<file path="src/rtl/gent_policy_pkg.sv">
// Shared types and default sizing for the policy checker slice.
// Ports: none (package only).
// Holds the policy kind encoding, the checker FSM states and default parameter values.
package gent_policy_pkg;

  localparam int DEF_DATA_W       = 32;
  localparam int DEF_NUM_POLICIES = 4;
  localparam int DEF_CNT_W        = 16;

  typedef enum logic [1:0] {
    IN_RANGE  = 2'd0,
    OUT_RANGE = 2'd1,
    EQ        = 2'd2,
    NEQ       = 2'd3
  } policy_kind_e;

  typedef enum logic [1:0] {
    IDLE  = 2'd0,
    RUN   = 2'd1,
    DRAIN = 2'd2
  } checker_state_e;

endpackage

</file>
<file path="src/rtl/gent_policy_eval.sv">
// Single policy slot evaluator: flags a violation of one policy by one item.
// Latency: combinational. Backpressure: none (pure function of inputs).
// Ports: en/kind/lo/hi = slot config, d = item value, viol = 1 when the item breaks the policy.
module gent_policy_eval
  import gent_policy_pkg::*;
#(
  parameter int DATA_W = DEF_DATA_W
) (
  input  logic              en,
  input  policy_kind_e      kind,
  input  logic [DATA_W-1:0] lo,
  input  logic [DATA_W-1:0] hi,
  input  logic [DATA_W-1:0] d,
  output logic              viol
);

  // All comparisons are unsigned. An inverted IN_RANGE (lo > hi) can never
  // satisfy both bounds, so it fails every item without special casing.
  always_comb begin
    viol = 1'b0;
    if (en) begin
      case (kind)
        IN_RANGE:  viol = !((d >= lo) && (d <= hi));
        OUT_RANGE: viol = !((d < lo) || (d > hi));
        EQ:        viol = (d != lo);
        NEQ:       viol = (d == lo);
        default:   viol = 1'b0;
      endcase
    end
  end

endmodule

</file>
<file path="config.mk">
export PLATFORM = sky130hd
export DESIGN_NAME = gent_policy_eval
export DESIGN_NICKNAME = d
export VERILOG_FILES = /design/src/rtl/gent_policy_pkg.sv /design/src/rtl/gent_policy_eval.sv
export SDC_FILE = /design/constraint.sdc
export NUM_CORES = 1
export LEC_CHECK = 0
export BUFFER_PORTS_ARGS = -buffer_cell sky130_fd_sc_hd__clkbuf_2
export CORE_ASPECT_RATIO = 1.5
export CORE_MARGIN = 8
export CORE_UTILIZATION = 39
export DETAILED_ROUTE_END_ITERATION = 6
export GPL_ROUTABILITY_DRIVEN = 0
export PLACE_DENSITY_LB_ADDON = 0.1
export SETUP_SLACK_MARGIN = 0.5
export SLEW_MARGIN = 20
export SYNTH_ARGS = -nofsm -noshare
export SYNTH_HDL_FRONTEND = slang
export SYNTH_SLANG_ARGS = --single-unit
</file>
<file path="constraint.sdc">
create_clock -name vclk -period 2.15
set_input_delay 0.215 -clock vclk [all_inputs]
set_output_delay 0.215 -clock vclk [all_outputs]
set_load 0.05 [all_outputs]
</file>
---- Word-level counts from Yosys, hierarchy flattened ----
Cells that the tools add are included.
cells by class
  add/sub/neg operators ................... 0
  muxes and demuxes ....................... 2
  $lt $le $gt $ge ......................... 4
  multipliers ............................. 0
  bitwise operators ....................... 0
  reduce and logical (&&, ||, !) cells .... 5
  equal/unequal tests ..................... 5
  divide/modulo/power cells ............... 0
  shift-type cells ........................ 0
operators by type and width
  operator                                                               count
  32-bit equality test                                                   1
  32-bit greater-or-equal comparator                                     1
  32-bit > comparator                                                    1
  32-bit <= comparator                                                   1
  32-bit less-than comparator                                            1
  32-bit != test                                                         1
  2-bit equality test, second input constant                             2
  1-bit case mux with 4 select lines                                     1
  2-bit by 1-bit equality test with 1-bit output, second input constant  1
  1-bit logical NOT                                                      2
  2-bit logical NOT                                                      1
  1-bit logical AND                                                      1
  1-bit logical OR                                                       1
  1-bit two-way mux                                                      1
storage, ports and cells
  ROM bits ................................ 0
  memories kept ........................... 0
  bits in writable memories ............... 0
  register bits ........................... 0
  output and inout bits ................... 1
  bits in latches ......................... 0

---- Depth between registers and ports, before layout ----
  depth after elaboration ................. 5
  mapped depth ............................ 9
  depth with buffers taken out ............ 9

---- Least setup slack after synthesis ----
No wires, ideal clock.
  kind .................................... input -> output
  start ................................... input port lo[11]
  end ..................................... output port viol
  arrival ................................. 2.130 ns
  slack ................................... -0.195 ns
  data required time ...................... 1.935 ns
  buffers on the path ..................... 0
  stages .................................. 9
  path through ............................ inv_1 -> ha_1 -> a21oi_1 -> o21a_1 -> o2bb2ai_1 -> a2111o_1 -> a221oi_1 -> a221o_1 -> and3_1
on the way
  longest elaborated chain between the ends .. 5
  elaborated cells between the ends (all ways) .. 10
  those cells by class .................... order compare (2); eq/ne (2); mux (2); reduce/logical (4)
RTL lines
  element                                                                                   line                                            RTL
  start: declaration                                                                        gent_policy_eval.sv:11                          input logic [DATA_W-1:0] lo,
  32-bit less-than comparator / 32-bit greater-or-equal comparator (equally long branches)  gent_policy_eval.sv:24, gent_policy_eval.sv:23
  1-bit logical OR / 1-bit logical AND (equally long branches)                              gent_policy_eval.sv:24, gent_policy_eval.sv:23
  1-bit logical NOT (on tied branches)                                                      gent_policy_eval.sv:24, gent_policy_eval.sv:23
  1-bit case mux with 4 select lines (*)                                                    gent_policy_eval.sv:22                          case (kind)
  1-bit two-way mux (*)                                                                     gent_policy_eval.sv:21                          if (en) begin
  end: declaration                                                                          gent_policy_eval.sv:14                          output logic viol
Every way passes the cells marked *; elsewhere a longest branch is shown, timed or not.

---- Worst setup path in the final report ----
  start ................................... input port d[14]
  end ..................................... output port viol
on the way
  longest elaborated chain between the ends .. 5
  elaborated cells between the ends (all ways) .. 12
  those cells by class .................... order compare (4); eq/ne (2); mux (2); reduce/logical (4)
RTL lines
  element                                                       line                                            RTL
  start: declaration                                            gent_policy_eval.sv:13                          input logic [DATA_W-1:0] d,
  32-bit less-than comparator, or another cell as far along     gent_policy_eval.sv:24                          OUT_RANGE: viol = !((d < lo) || (d > hi));
  1-bit logical OR / 1-bit logical AND (equally long branches)  gent_policy_eval.sv:24, gent_policy_eval.sv:23
  1-bit logical NOT (on tied branches)                          gent_policy_eval.sv:24, gent_policy_eval.sv:23
  1-bit case mux with 4 select lines (*)                        gent_policy_eval.sv:22
  1-bit two-way mux (*)                                         gent_policy_eval.sv:21
Marks and branches as above.

==> results.json <==
{
  "rsz0062_at_grt": "true",
  "fin_area_sq_um": 2800,
  "grt_pass1_wl_microns": 8397,
  "worstMarginPinSlew_ns": 0.3733,
  "drc": 0,
  "synth.avg_cell_area_sq_um": 7.110,
  "core_sq_um": 4173,
  "clock_buffers": 0,
  "total_leakage_power_nw": 1.596,
  "fmax_mhz": 408.5,
  "drt-wirelength-per-cell_microns": 12.85,
  "met1_usage": 0.1305,
  "irDropWorstVdd_v": 0.0001191,
  "worst_ep_arrival_time_ns": 2.23,
  "worst_slack_ns": -0.2982,
  "antenna_found_initial": 0,
  "area_growth_pct": 66.89,
  "report.final.slew_viol_count": 0,
  "finalHoldViolCount": 0,
  "placed_cells": 401,
  "top_usage_layer": "met2",
  "crit_required_ns": 1.93,
  "setup_viol": 1,
  "grt_util_met3": 0.03302,
  "hpwl_microns": 4870,
  "seq_cells": 0,
  "grt_pass1_vias": 2128,
  "drv_cap": 0,
  "violations": "negative setup slack",
  "die-area_sq_um": 6700,
  "power_density_nw_per_um2": 186.1,
  "critPathKind": "input pin to output pin",
  "status": "finished, violations left",
  "yosys-top-cells-count": "inv_1 (69), ha_1 (64), a21oi_1 (25)",
  "syn-cell-area_sq_um": 1678,
  "place_area_sq_um": 2606,
  "ant_nets": 0,
  "fin_crit_sh": 1.139,
  "wl_microns": 5179,
  "grt.total_usage": 0.1439,
  "slew_headroom": 0.7489,
  "grt_util_met2": 0.3223,
  "seq_area_frac_synth": 0,
  "regArea_sq_um": 0,
  "grt_max_degree": 5,
  "synth_top_area_share": 0.4773,
  "final_cell_count_no_fill": 403,
  "die_x_microns": 69.56,
  "hold_path.class": "input pin to output pin",
  "diodes": 0,
  "ys_warn_count": 0,
  "synth_area_leaders": "ha_1 (48%), inv_1 (15%), a21oi_1 (7.5%)",
  "synthDistinctLibCells": 30,
  "grt-ovfl-total": 0,
  "yosysMostFrequentCell": "inv_1",
  "critPathLaunchType": "input pin",
  "final_nets": 522,
  "port-buffer-count": 100,
  "period_minus_slack_ns": 2.448,
  "finalSetupTns_ns": -0.2982,
  "vias": 2008,
  "drt_pass1_iterations": 4,
  "first_iter_violations": 32,
  "yosysTopAreaCell": "ha_1",
  "syn_inst": 236,
  "rows": 29,
  "end_kind": "output pin",
  "crit_fanout": 3,
  "hold_ws_ns": 0.8452,
  "boundaryPins": 100,
  "drive_gt1_frac": 0.4706,
  "ctsHoldBuffers": 0,
  "syn_nets": 399,
  "die_h_microns": 96.33,
  "initial_core_util": 0.4021,
  "via_per_inst": 4.983
}
## area by class of cell
class / instances / area (sq um)
fillers: 386 / 1373
multi-input cells: 167 / 1760
inverters: 69 / 264.0
well taps: 46 / 57.56
repair buffers: 121 / 718.2
## metal layers
layer / part of all wire / vias to the layer above
met4: 0 / 0
li1: - / 1064
met3: 0.062 / 0
met2: 0.58 / 57
met1: 0.35 / 887
met5: 0 / -
## per-stage QoR
step,power [mW],setup WS [ns],util
final,0.5211,-0.2982,0.6711
after global routing,0.5929,-0.3884,0.6711
after CTS,0.5125,-0.2726,0.6582
after detailed placement,0.4774,-0.3996,0.6246
after global placement,0.4658,-0.4007,0.6246
after floorplan,0.2675,0.1042,-
## critical path, stage by stage
cell and delay (ns):
buf_8 0.10, buf_6 0.11, ha_4 0.24, a21oi_1 0.15, nand2_1 0.11, a221oi_2 0.29
nor3b_4 0.27, o21ai_2 0.10, a221o_1 0.34, and3_4 0.15, clkbuf_16 0.16
## report_power, final
part,leakage (nW),switching (mW),internal (mW)
registers,0,0,0
clock network,0,0,0
logic,1.60,0.244,0.277
## worst paths after layout
kind / from / end / slack (ns) / cells past startpoint
worst max-delay path: d[14] / viol / -0.30 / 11
worst min-delay path: en / viol / 0.85 / 3
## cell families (layout without fill, tap and decap cells)
logic type / after synthesis / count (layout) / share of synthesized area
AOI/OAI and AO/OA: 52 / 52 / 0.1961
and+or+nand+nor: 51 / 51 / 0.1723
adders and majority gates: 64 / 64 / 0.4773
buffers and inverters: 69 / 190 / 0.1544
## layout by cell type, fill, tap and decap left out, drive strengths merged, types with 2 or more instances in the layout
master / instances
a21boi: 2
a21o: 3
a21oi: 25
a221oi: 3
buf: 23
clkbuf: 98
ha: 64
inv: 69
nand2: 17
nand3: 7
nand4: 11
nor2: 6
nor3: 2
nor4: 4
o21a: 3
o21ai: 6
o221ai: 3
## what timing repair did
| item | CTS | global route |
|---|---|---|
| gates resized for setup | 17 | 13 |
| endpoints found under the setup margin | 1 | 1 |
| setup buffers | 2 | 0 |
| pin swaps | 8 | 8 |
(Power assumes the default switching activity.)
